File: src/rtl/alu32_arbiter_if.sv
// Requester, ALU-side and response signals of alu32_arbiter grouped as one bus.
// Optional ALU_ARB_FLAGS_EN adds the rsp_zero/rsp_carry response flags.
interface alu32_arbiter_if #(
    parameter int DATA_W = 32,
    parameter int OP_W   = 3
);
    logic              req0;
    logic              req1;
    logic [OP_W-1:0]   op0;
    logic [OP_W-1:0]   op1;
    logic [DATA_W-1:0] a0;
    logic [DATA_W-1:0] a1;
    logic [DATA_W-1:0] b0;
    logic [DATA_W-1:0] b1;
    logic              gnt0;
    logic              gnt1;
    logic              alu_en;
    logic [OP_W-1:0]   alu_op;
    logic [DATA_W-1:0] alu_a;
    logic [DATA_W-1:0] alu_b;
    logic [DATA_W-1:0] alu_result;
    logic              rsp_valid;
    logic              rsp_id;
    logic [DATA_W-1:0] rsp_data;
    logic              rsp_ready;
`ifdef ALU_ARB_FLAGS_EN
    logic              rsp_zero;
    logic              rsp_carry;
`endif

    modport slave (
        input  req0, req1, op0, op1, a0, a1, b0, b1, alu_result, rsp_ready,
        output gnt0, gnt1, alu_en, alu_op, alu_a, alu_b, rsp_valid, rsp_id, rsp_data
`ifdef ALU_ARB_FLAGS_EN
        , output rsp_zero, rsp_carry
`endif
    );

    modport master (
        output req0, req1, op0, op1, a0, a1, b0, b1, alu_result, rsp_ready,
        input  gnt0, gnt1, alu_en, alu_op, alu_a, alu_b, rsp_valid, rsp_id, rsp_data
`ifdef ALU_ARB_FLAGS_EN
        , input rsp_zero, rsp_carry
`endif
    );
endinterface

File: src/rtl/alu32_arbiter.sv
// Round-robin sharing of one combinational ALU between two requesters, one command in flight.
// Optional ALU_ARB_FLAGS_EN registers rsp_zero/rsp_carry alongside rsp_data.
//
// state | meaning
// IDLE  | waiting for a request; arbitrate and latch operands on the accepting edge
// EXEC  | alu_en high for one cycle; result captured at the end of it
// RESP  | rsp_valid held until rsp_ready is sampled high
module alu32_arbiter #(
    parameter int DATA_W = 32,
    parameter int OP_W   = 3
) (
    input  logic           clk,
    input  logic           rst_n,
    alu32_arbiter_if.slave bus
);
    typedef enum logic [1:0] {IDLE, EXEC, RESP} state_t;

    state_t            state_q, state_d;
    logic              gnt0_q, gnt0_d;
    logic              gnt1_q, gnt1_d;
    logic              alu_en_q, alu_en_d;
    logic [OP_W-1:0]   alu_op_q, alu_op_d;
    logic [DATA_W-1:0] alu_a_q, alu_a_d;
    logic [DATA_W-1:0] alu_b_q, alu_b_d;
    logic              rsp_valid_q, rsp_valid_d;
    logic              rsp_id_q, rsp_id_d;
    logic [DATA_W-1:0] rsp_data_q, rsp_data_d;
    logic              last_id_q, last_id_d;
    logic              sel;

    // On a tie the requester not served last wins; last_id resets to 1 so req0 wins first.
    assign sel = (bus.req0 && bus.req1) ? ~last_id_q : bus.req1;

`ifdef ALU_ARB_FLAGS_EN
    localparam logic [OP_W-1:0] OP_ADD = OP_W'(0);
    localparam logic [OP_W-1:0] OP_SUB = OP_W'(1);
    localparam logic [OP_W-1:0] OP_INC = OP_W'(2);
    localparam logic [OP_W-1:0] OP_DEC = OP_W'(3);

    logic              rsp_zero_q, rsp_zero_d;
    logic              rsp_carry_q, rsp_carry_d;
    logic [DATA_W-1:0] sum_w;
    logic              carry_calc;

    // Carry-out of a+b shows up as a wrapped sum smaller than a; same as bit DATA_W of the wide sum.
    always_comb begin
        sum_w      = alu_a_q + alu_b_q;
        carry_calc = 1'b0;
        case (alu_op_q)
            OP_ADD:  carry_calc = (sum_w < alu_a_q);
            OP_SUB:  carry_calc = (alu_a_q < alu_b_q);
            OP_INC:  carry_calc = (alu_a_q == {DATA_W{1'b1}});
            OP_DEC:  carry_calc = (alu_a_q == '0);
            default: carry_calc = 1'b0;
        endcase
    end
`endif

    always_comb begin
        state_d     = state_q;
        gnt0_d      = 1'b0;
        gnt1_d      = 1'b0;
        alu_en_d    = 1'b0;
        alu_op_d    = alu_op_q;
        alu_a_d     = alu_a_q;
        alu_b_d     = alu_b_q;
        rsp_valid_d = rsp_valid_q;
        rsp_id_d    = rsp_id_q;
        rsp_data_d  = rsp_data_q;
        last_id_d   = last_id_q;
`ifdef ALU_ARB_FLAGS_EN
        rsp_zero_d  = rsp_zero_q;
        rsp_carry_d = rsp_carry_q;
`endif
        case (state_q)
            IDLE: begin
                if (bus.req0 || bus.req1) begin
                    alu_op_d = sel ? bus.op1 : bus.op0;
                    alu_a_d  = sel ? bus.a1  : bus.a0;
                    alu_b_d  = sel ? bus.b1  : bus.b0;
                    rsp_id_d = sel;
                    gnt0_d   = ~sel;
                    gnt1_d   = sel;
                    alu_en_d = 1'b1;
                    state_d  = EXEC;
                end
            end
            EXEC: begin
                rsp_data_d  = bus.alu_result;
                rsp_valid_d = 1'b1;
                last_id_d   = rsp_id_q;
`ifdef ALU_ARB_FLAGS_EN
                rsp_zero_d  = (bus.alu_result == '0);
                rsp_carry_d = carry_calc;
`endif
                state_d     = RESP;
            end
            RESP: begin
                if (bus.rsp_ready) begin
                    rsp_valid_d = 1'b0;
                    state_d     = IDLE;
                end
            end
            default: state_d = IDLE;
        endcase
    end

    always_ff @(posedge clk or negedge rst_n) begin
        if (!rst_n) begin
            state_q     <= IDLE;
            gnt0_q      <= 1'b0;
            gnt1_q      <= 1'b0;
            alu_en_q    <= 1'b0;
            alu_op_q    <= '0;
            alu_a_q     <= '0;
            alu_b_q     <= '0;
            rsp_valid_q <= 1'b0;
            rsp_id_q    <= 1'b0;
            rsp_data_q  <= '0;
            last_id_q   <= 1'b1;
`ifdef ALU_ARB_FLAGS_EN
            rsp_zero_q  <= 1'b0;
            rsp_carry_q <= 1'b0;
`endif
        end else begin
            state_q     <= state_d;
            gnt0_q      <= gnt0_d;
            gnt1_q      <= gnt1_d;
            alu_en_q    <= alu_en_d;
            alu_op_q    <= alu_op_d;
            alu_a_q     <= alu_a_d;
            alu_b_q     <= alu_b_d;
            rsp_valid_q <= rsp_valid_d;
            rsp_id_q    <= rsp_id_d;
            rsp_data_q  <= rsp_data_d;
            last_id_q   <= last_id_d;
`ifdef ALU_ARB_FLAGS_EN
            rsp_zero_q  <= rsp_zero_d;
            rsp_carry_q <= rsp_carry_d;
`endif
        end
    end

    assign bus.gnt0      = gnt0_q;
    assign bus.gnt1      = gnt1_q;
    assign bus.alu_en    = alu_en_q;
    assign bus.alu_op    = alu_op_q;
    assign bus.alu_a     = alu_a_q;
    assign bus.alu_b     = alu_b_q;
    assign bus.rsp_valid = rsp_valid_q;
    assign bus.rsp_id    = rsp_id_q;
    assign bus.rsp_data  = rsp_data_q;
`ifdef ALU_ARB_FLAGS_EN
    assign bus.rsp_zero  = rsp_zero_q;
    assign bus.rsp_carry = rsp_carry_q;
`endif
endmodule

File: src/flat_wrapper.sv
// flat-port wrapper written by rule: the top's interface ports become plain ports
module alu32_arbiter_flat 
#(
    parameter int DATA_W = 32,
    parameter int OP_W   = 3
)
  (clk, rst_n, bus_req0, bus_req1, bus_op0, bus_op1, bus_a0, bus_a1, bus_b0, bus_b1, bus_alu_result, bus_rsp_ready, bus_gnt0, bus_gnt1, bus_alu_en, bus_alu_op, bus_alu_a, bus_alu_b, bus_rsp_valid, bus_rsp_id, bus_rsp_data);
  alu32_arbiter_if #(.DATA_W(DATA_W), .OP_W(OP_W)) bus_i ();
  input  logic clk;
  input  logic rst_n;
  input wire logic [$bits(bus_i.req0)-1:0] bus_req0;
  input wire logic [$bits(bus_i.req1)-1:0] bus_req1;
  input wire logic [$bits(bus_i.op0)-1:0] bus_op0;
  input wire logic [$bits(bus_i.op1)-1:0] bus_op1;
  input wire logic [$bits(bus_i.a0)-1:0] bus_a0;
  input wire logic [$bits(bus_i.a1)-1:0] bus_a1;
  input wire logic [$bits(bus_i.b0)-1:0] bus_b0;
  input wire logic [$bits(bus_i.b1)-1:0] bus_b1;
  input wire logic [$bits(bus_i.alu_result)-1:0] bus_alu_result;
  input wire logic [$bits(bus_i.rsp_ready)-1:0] bus_rsp_ready;
  output wire logic [$bits(bus_i.gnt0)-1:0] bus_gnt0;
  output wire logic [$bits(bus_i.gnt1)-1:0] bus_gnt1;
  output wire logic [$bits(bus_i.alu_en)-1:0] bus_alu_en;
  output wire logic [$bits(bus_i.alu_op)-1:0] bus_alu_op;
  output wire logic [$bits(bus_i.alu_a)-1:0] bus_alu_a;
  output wire logic [$bits(bus_i.alu_b)-1:0] bus_alu_b;
  output wire logic [$bits(bus_i.rsp_valid)-1:0] bus_rsp_valid;
  output wire logic [$bits(bus_i.rsp_id)-1:0] bus_rsp_id;
  output wire logic [$bits(bus_i.rsp_data)-1:0] bus_rsp_data;
  assign bus_i.req0 = bus_req0;
  assign bus_i.req1 = bus_req1;
  assign bus_i.op0 = bus_op0;
  assign bus_i.op1 = bus_op1;
  assign bus_i.a0 = bus_a0;
  assign bus_i.a1 = bus_a1;
  assign bus_i.b0 = bus_b0;
  assign bus_i.b1 = bus_b1;
  assign bus_i.alu_result = bus_alu_result;
  assign bus_i.rsp_ready = bus_rsp_ready;
  assign bus_gnt0 = bus_i.gnt0;
  assign bus_gnt1 = bus_i.gnt1;
  assign bus_alu_en = bus_i.alu_en;
  assign bus_alu_op = bus_i.alu_op;
  assign bus_alu_a = bus_i.alu_a;
  assign bus_alu_b = bus_i.alu_b;
  assign bus_rsp_valid = bus_i.rsp_valid;
  assign bus_rsp_id = bus_i.rsp_id;
  assign bus_rsp_data = bus_i.rsp_data;
  alu32_arbiter #(.DATA_W(DATA_W), .OP_W(OP_W)) u_core (.clk(clk), .rst_n(rst_n), .bus(bus_i));
endmodule
File: config.mk
export PLATFORM = sky130hd
export DESIGN_NAME = alu32_arbiter_flat
export DESIGN_NICKNAME = d
export VERILOG_FILES = /design/src/rtl/alu32_arbiter_if.sv /design/src/rtl/alu32_arbiter.sv /design/src/flat_wrapper.sv
export SDC_FILE = /design/constraint.sdc
export NUM_CORES = 1
export LEC_CHECK = 0
export ABC_AREA = 1
export CORE_AREA = 3 3 120 122
export DETAILED_ROUTE_END_ITERATION = 7
export DIE_AREA = 0 0 123 125
export GPL_ROUTABILITY_DRIVEN = 1
export PLACE_DENSITY_LB_ADDON = 0.25
export SLEW_MARGIN = 20
export SYNTH_ARGS = -nofsm -noshare
export SYNTH_HDL_FRONTEND = slang
export SYNTH_SLANG_ARGS = --single-unit
File: constraint.sdc
create_clock -name clk -period 1.41 [get_ports clk]
set_input_delay 0.423 -clock clk [delete_from_list [all_inputs] [get_ports clk]]
set_output_delay 0.423 -clock clk [all_outputs]
set_load 0.1 [all_outputs]
==> results.ini, run 1 <==
[status]
status = finished clean

[placed_design]
pre_cts_ws_ps = -431
port_buffers = 274
gp_congestion = 0.794
dpl.hpwl_um = 13000
placed_cells = 1163

[clocking]
cts_sinks = 107
insertion_delay_ps = 350
htree_levels = 3
clockBufferDepth = 2
cts_root_buf = clkbuf_16
cts.clk_slew.worst_paths_ps = 80
cts_buffers = 9
cts_tree = built

[floorplan]
ios = 275
coreArea_um2 = 13300
row_count = 42
start_util = 0.399
die_area_um2 = 15400
die_w_um = 123
chipHeight_um = 125

[setup_path]
worstSetupPathDepth = 1
path_cells = buf_12
cp-start-kind = register
arrival_ps = 980
end_kind = output port
critPathMaxFanout = 2
crit_buf_inv = 1
required_ps = 990
rr_worst_depth = 6
path_class = reg -> out
critPathSlowestCell = dfrtp_1
max_stage_delay_ps = 420
cpLargestDelayFamily = flip-flops

[global_routing]
antenna_found_initial = 1
globalRouteTotalUtil = 0.227
grt_pass1_vias = 5421
grt_pass1_wl_um = 27700
grt_max_degree = 55
gr-total-overflow = 0

[timing]
tns_ps = 0
hold_viol = 0
setup_ws_ps = 6.57
relSlewSlack = 0.781
period_needed_ps = 1400
max_clock_freq_ghz = 0.713
worst_pin_slew_ps = 329
final.period_utilization = 0.995
slew_viol_final = 0
rsz0062_at_grt = true
skew_ps = 11.6
setup_violations = 0

[routing]
route.vias.total = 5506
drt-vias-per-instance = 4.64
drtIter0Drc = 287
m1WireLength_um = 6950
dr.max_layer_used = met5
routed-wl-met3_um = 1620
wl_per_cell_um = 15.0
antenna_left = 0
routed_wl_um = 17800
drt_pass1_iterations = 5
drc = 0
wl_met2_um = 8760

[cells_and_area]
drive_above_1_share = 0.152
final_cell_mix = nand2_1 (303), clkdlybuf4s50_1 (167), inv_1 (136)
final_common_cell = nand2_1
instances_no_fill = 1186
syn_to_final_growth_pct = 83.7
fin_nets = 1176
utilization = 0.732
num_antenna_cells = 0

[logic_synthesis]
synth_seq_area_share = 0.505
yosys_warnings = 0
syn-num-nets = 909
synth.avg_cell_area_um2 = 7.18
synthCells = 738
ys_types = 16
ys_seq_elements = 107
syn_area_um2 = 5300

[run]
cap_violations = 0

[hold_path]
min_path_type = in -> async

==> final cells by class <==
class,count,area (um2)
Clock buffer,10,239
Multi-Input combinational cell,451,1900
Fill cell,991,3560
Inverter,138,518
Sequential cell,107,2680
Clock inverter,6,72.6
Timing Repair Buffer,298,4110
Tap cell,176,220
==> metal layers <==
layer	GRT usage	vias up
met1	0.273	2536
li1	-	2730
met2	0.380	212
met4	0.0788	2
met3	0.0736	26
met5	0	-
==> metrics by stage <==
step / hold slack, ps / cell area (um2)
finish: 471 / 9740
global route: 481 / 9740
CTS: 465 / 9670
detailed placement: 290 / 9340
global placement: 290 / 9340
floorplan: 127 / 5300
==> what timing repair did <==
action	CTS	global route
setup endpoints to repair	49	17
cloned	0	1
pin swaps	0	0
hold endpoints to repair	10	0
hold buffers	1	0
resized for setup	2	2
buffers inserted	0	5
==> cells in the mapped netlist, drive strengths merged <==
cell type | instances | area [um2]
buf | 29 | 174
o21ai | 4 | 23.8
dfrtp | 106 | 2650
clkbuf | 13 | 48.8
inv | 138 | 518
nand2 | 305 | 1150
nand3 | 135 | 676
nor2 | 6 | 30.0
a21oi | 1 | 5.00
dfstp | 1 | 26.3
==> sequential cells by signal, summed over array words and instances (netlist names) <==
name and count:
u_core.bus.alu_a 32, u_core.bus.alu_b 32, u_core.bus.rsp_data 32, u_core.bus.alu_op 3, u_core.state_q 2, u_core.bus.alu_en 1
u_core.bus.gnt0 1, u_core.bus.gnt1 1, u_core.bus.rsp_id 1, u_core.bus.rsp_valid 1, u_core.last_id_q 1
==> final timing paths <==
kind                                                             to                                from  slack [ps]
worst max-delay path                                bus_rsp_data[8]  u_core.bus.rsp_data[8]$_DFFE_PN0P_           7
worst min-delay path            u_core.bus.rsp_data[12]$_DFFE_PN0P_                               rst_n         470
worst max register to register      u_core.bus.alu_a[6]$_DFFE_PN0P_       u_core.state_q[1]$_DFFE_PN0P_          80
worst min register to register         u_core.last_id_q$_DFFE_PN1P_        u_core.last_id_q$_DFFE_PN1P_         470
max in group asynchronous          u_core.bus.alu_b[30]$_DFFE_PN0P_                               rst_n         410
min in group clk                       u_core.last_id_q$_DFFE_PN1P_        u_core.last_id_q$_DFFE_PN1P_         470
==> cells by family after synthesis <==
family | Yosys count | synth area share
compound gates | 5 | 0.00543
simple gates | 446 | 0.350
flops | 107 | 0.505
buf+inv | 180 | 0.140
Power of run 1 is left out: the tool's default activity adds up to more than one toggle a clock period on the data nets, which glitch-free logic cannot reach.
==> run 2, diff against run 1 <==
--- a/config.mk
+++ b/config.mk
@@ -6,7 +6,9 @@
 export NUM_CORES = 1
 export LEC_CHECK = 0
 export ABC_AREA = 1
+export ABC_CLOCK_PERIOD_IN_PS = 1410
 export CORE_AREA = 3 3 120 122
+export CTS_CLUSTER_DIAMETER = 30
 export DETAILED_ROUTE_END_ITERATION = 7
 export DIE_AREA = 0 0 123 125
 export GPL_ROUTABILITY_DRIVEN = 1
==> results of run 2 <==
Final layout, timing and power as in run 1 (identical DEF).
Power of run 2 is left out for the same reason.
==> run 3, diff against run 2 <==
--- a/config.mk
+++ b/config.mk
@@ -8,11 +8,11 @@
 export ABC_AREA = 1
 export ABC_CLOCK_PERIOD_IN_PS = 1410
 export CORE_AREA = 3 3 120 122
-export CTS_CLUSTER_DIAMETER = 30
 export DETAILED_ROUTE_END_ITERATION = 7
 export DIE_AREA = 0 0 123 125
-export GPL_ROUTABILITY_DRIVEN = 1
+export GPL_ROUTABILITY_DRIVEN = 0
 export PLACE_DENSITY_LB_ADDON = 0.25
+export REMOVE_ABC_BUFFERS = 1
 export SLEW_MARGIN = 20
 export SYNTH_ARGS = -nofsm -noshare
 export SYNTH_HDL_FRONTEND = slang
==> results.ini, run 3 (synthesis results as in run 1) <==
[floorplan]
die_area_um2 = 15400  ; unchanged
die_w_um = 123  ; unchanged
start_util = 0.399  ; unchanged
chipHeight_um = 125  ; unchanged
coreArea_um2 = 13300  ; unchanged
ios = 275  ; unchanged
row_count = 42  ; unchanged

[clocking]
clockBufferDepth = 2  ; unchanged
cts.clk_slew.worst_paths_ps = 70  ; about the same
htree_levels = 3  ; unchanged
insertion_delay_ps = 340  ; about the same
cts_buffers = 9  ; unchanged
cts_root_buf = clkbuf_16
cts_sinks = 107  ; unchanged
cts_tree = built

[setup_path]
rr_worst_depth = 6  ; unchanged
cpLargestDelayFamily = flip-flops
crit_buf_inv = 1  ; unchanged
critPathMaxFanout = 3  ; +1
max_stage_delay_ps = 420  ; about the same
critPathSlowestCell = dfrtp_1
worstSetupPathDepth = 1  ; unchanged
cp-start-kind = register
end_kind = output port
arrival_ps = 960  ; -20 ps
required_ps = 990  ; about the same
path_cells = buf_12
path_class = reg -> out

[timing]
setup_violations = 0  ; unchanged
period_needed_ps = 1380  ; -19.0 ps
final.period_utilization = 0.982  ; -0.0135
max_clock_freq_ghz = 0.722  ; +1.4%
fin_hold_ws_ps = 477  ; +5.86 ps
rsz0062_at_grt = true
tns_ps = 0  ; unchanged
hold_viol = 0  ; unchanged
skew_ps = 12.6  ; +0.941 ps
relSlewSlack = 0.784  ; +0.00287
setup_ws_ps = 25.6  ; +19.0 ps
worst_pin_slew_ps = 324  ; -4.31 ps
slew_viol_final = 0  ; unchanged

[global_routing]
grt_pass1_wl_um = 27400  ; -1.0%
grt_max_degree = 69  ; +25%
grt_pass1_vias = 5306  ; -2.1%
globalRouteTotalUtil = 0.225  ; -0.00192
gr-total-overflow = 0  ; unchanged
antenna_found_initial = 0  ; -1

[routing]
wl_met2_um = 8680  ; -0.95%
antenna_left = 0  ; unchanged
routed_wl_um = 17500  ; -1.6%
dr.max_layer_used = met4
drtIter0Drc = 250  ; -13%
wl_per_cell_um = 14.8  ; -1.4%
drt_pass1_iterations = 5  ; unchanged
routed-wl-met3_um = 2040  ; +26%
route.vias.total = 5413  ; -1.7%
drc = 0  ; unchanged
m1WireLength_um = 6590  ; -5.2%
drt-vias-per-instance = 4.58  ; -1.4%

[placed_design]
port_buffers = 274  ; unchanged
dpl.hpwl_um = 13200  ; +1.6%
pre_cts_ws_ps = -430  ; +1.44 ps
placed_cells = 1164  ; +0.086%

[cells_and_area]
final_cell_mix = nand2_1 (303), clkdlybuf4s50_1 (167), inv_1 (136)
drive_above_1_share = 0.151  ; -0.00153
instances_no_fill = 1183  ; -0.25%
fin_nets = 1173  ; -0.26%
num_antenna_cells = 0  ; unchanged
syn_to_final_growth_pct = 83.7  ; unchanged
final_common_cell = nand2_1

[hold_path]
min_path_cells = 2
min_path_type = reg -> reg

[status]
status = finished clean

[run]
cap_violations = 0  ; unchanged

## run 3: metrics by stage
stage | area (um2) | utilization
2_1_floorplan | 5080 | -
3_3_place_gp | 9380 | 0.705
3_5_place_dp | 9380 | 0.705
4_1_cts | 9740 | 0.732
5_1_grt | 9740 | 0.732
6_report | 9740 | 0.732
## run 3: timing repair
action,in CTS,in global routing
cloned,1,0
setup endpoints to repair,60,26
setup buffers,0,1
hold endpoints to repair,15,0
resized for setup,3,1
hold buffers,1,0
## run 3: layer usage
| metal | vias up | track usage |
|---|---|---|
| li1 | 2717 | - |
| met1 | 2460 | 0.264 |
| met2 | 223 | 0.385 |
| met3 | 13 | 0.0908 |
| met4 | 0 | 0.0502 |
| met5 | - | 0 |
## run 3: layout make-up
| cell class | count | area (um2) |
|---|---|---|
| Clock buffer | 11 | 253 |
| Clock inverter | 5 | 60.1 |
| Fill cell | 961 | 3560 |
| Inverter | 138 | 518 |
| Multi-Input combinational cell | 451 | 1900 |
| Sequential cell | 107 | 2680 |
| Tap cell | 176 | 220 |
| Timing Repair Buffer | 295 | 4110 |
## run 3: final timing paths
path / slack [ps] / startpoint / end
worst max-delay path: 30 / u_core.bus.rsp_id$_DFFE_PN0P_ / bus_rsp_id
worst min-delay path: 480 / u_core.last_id_q$_DFFE_PN1P_ / u_core.last_id_q$_DFFE_PN1P_
worst max register to register: 110 / u_core.state_q[1]$_DFFE_PN0P_ / u_core.bus.alu_b[14]$_DFFE_PN0P_
worst min register to register: 480 / u_core.last_id_q$_DFFE_PN1P_ / u_core.last_id_q$_DFFE_PN1P_
max in group asynchronous: 350 / rst_n / u_core.bus.alu_b[8]$_DFFE_PN0P_
min in group asynchronous: 560 / rst_n / u_core.bus.alu_a[15]$_DFFE_PN0P_
Power of run 3 is left out for the same reason.
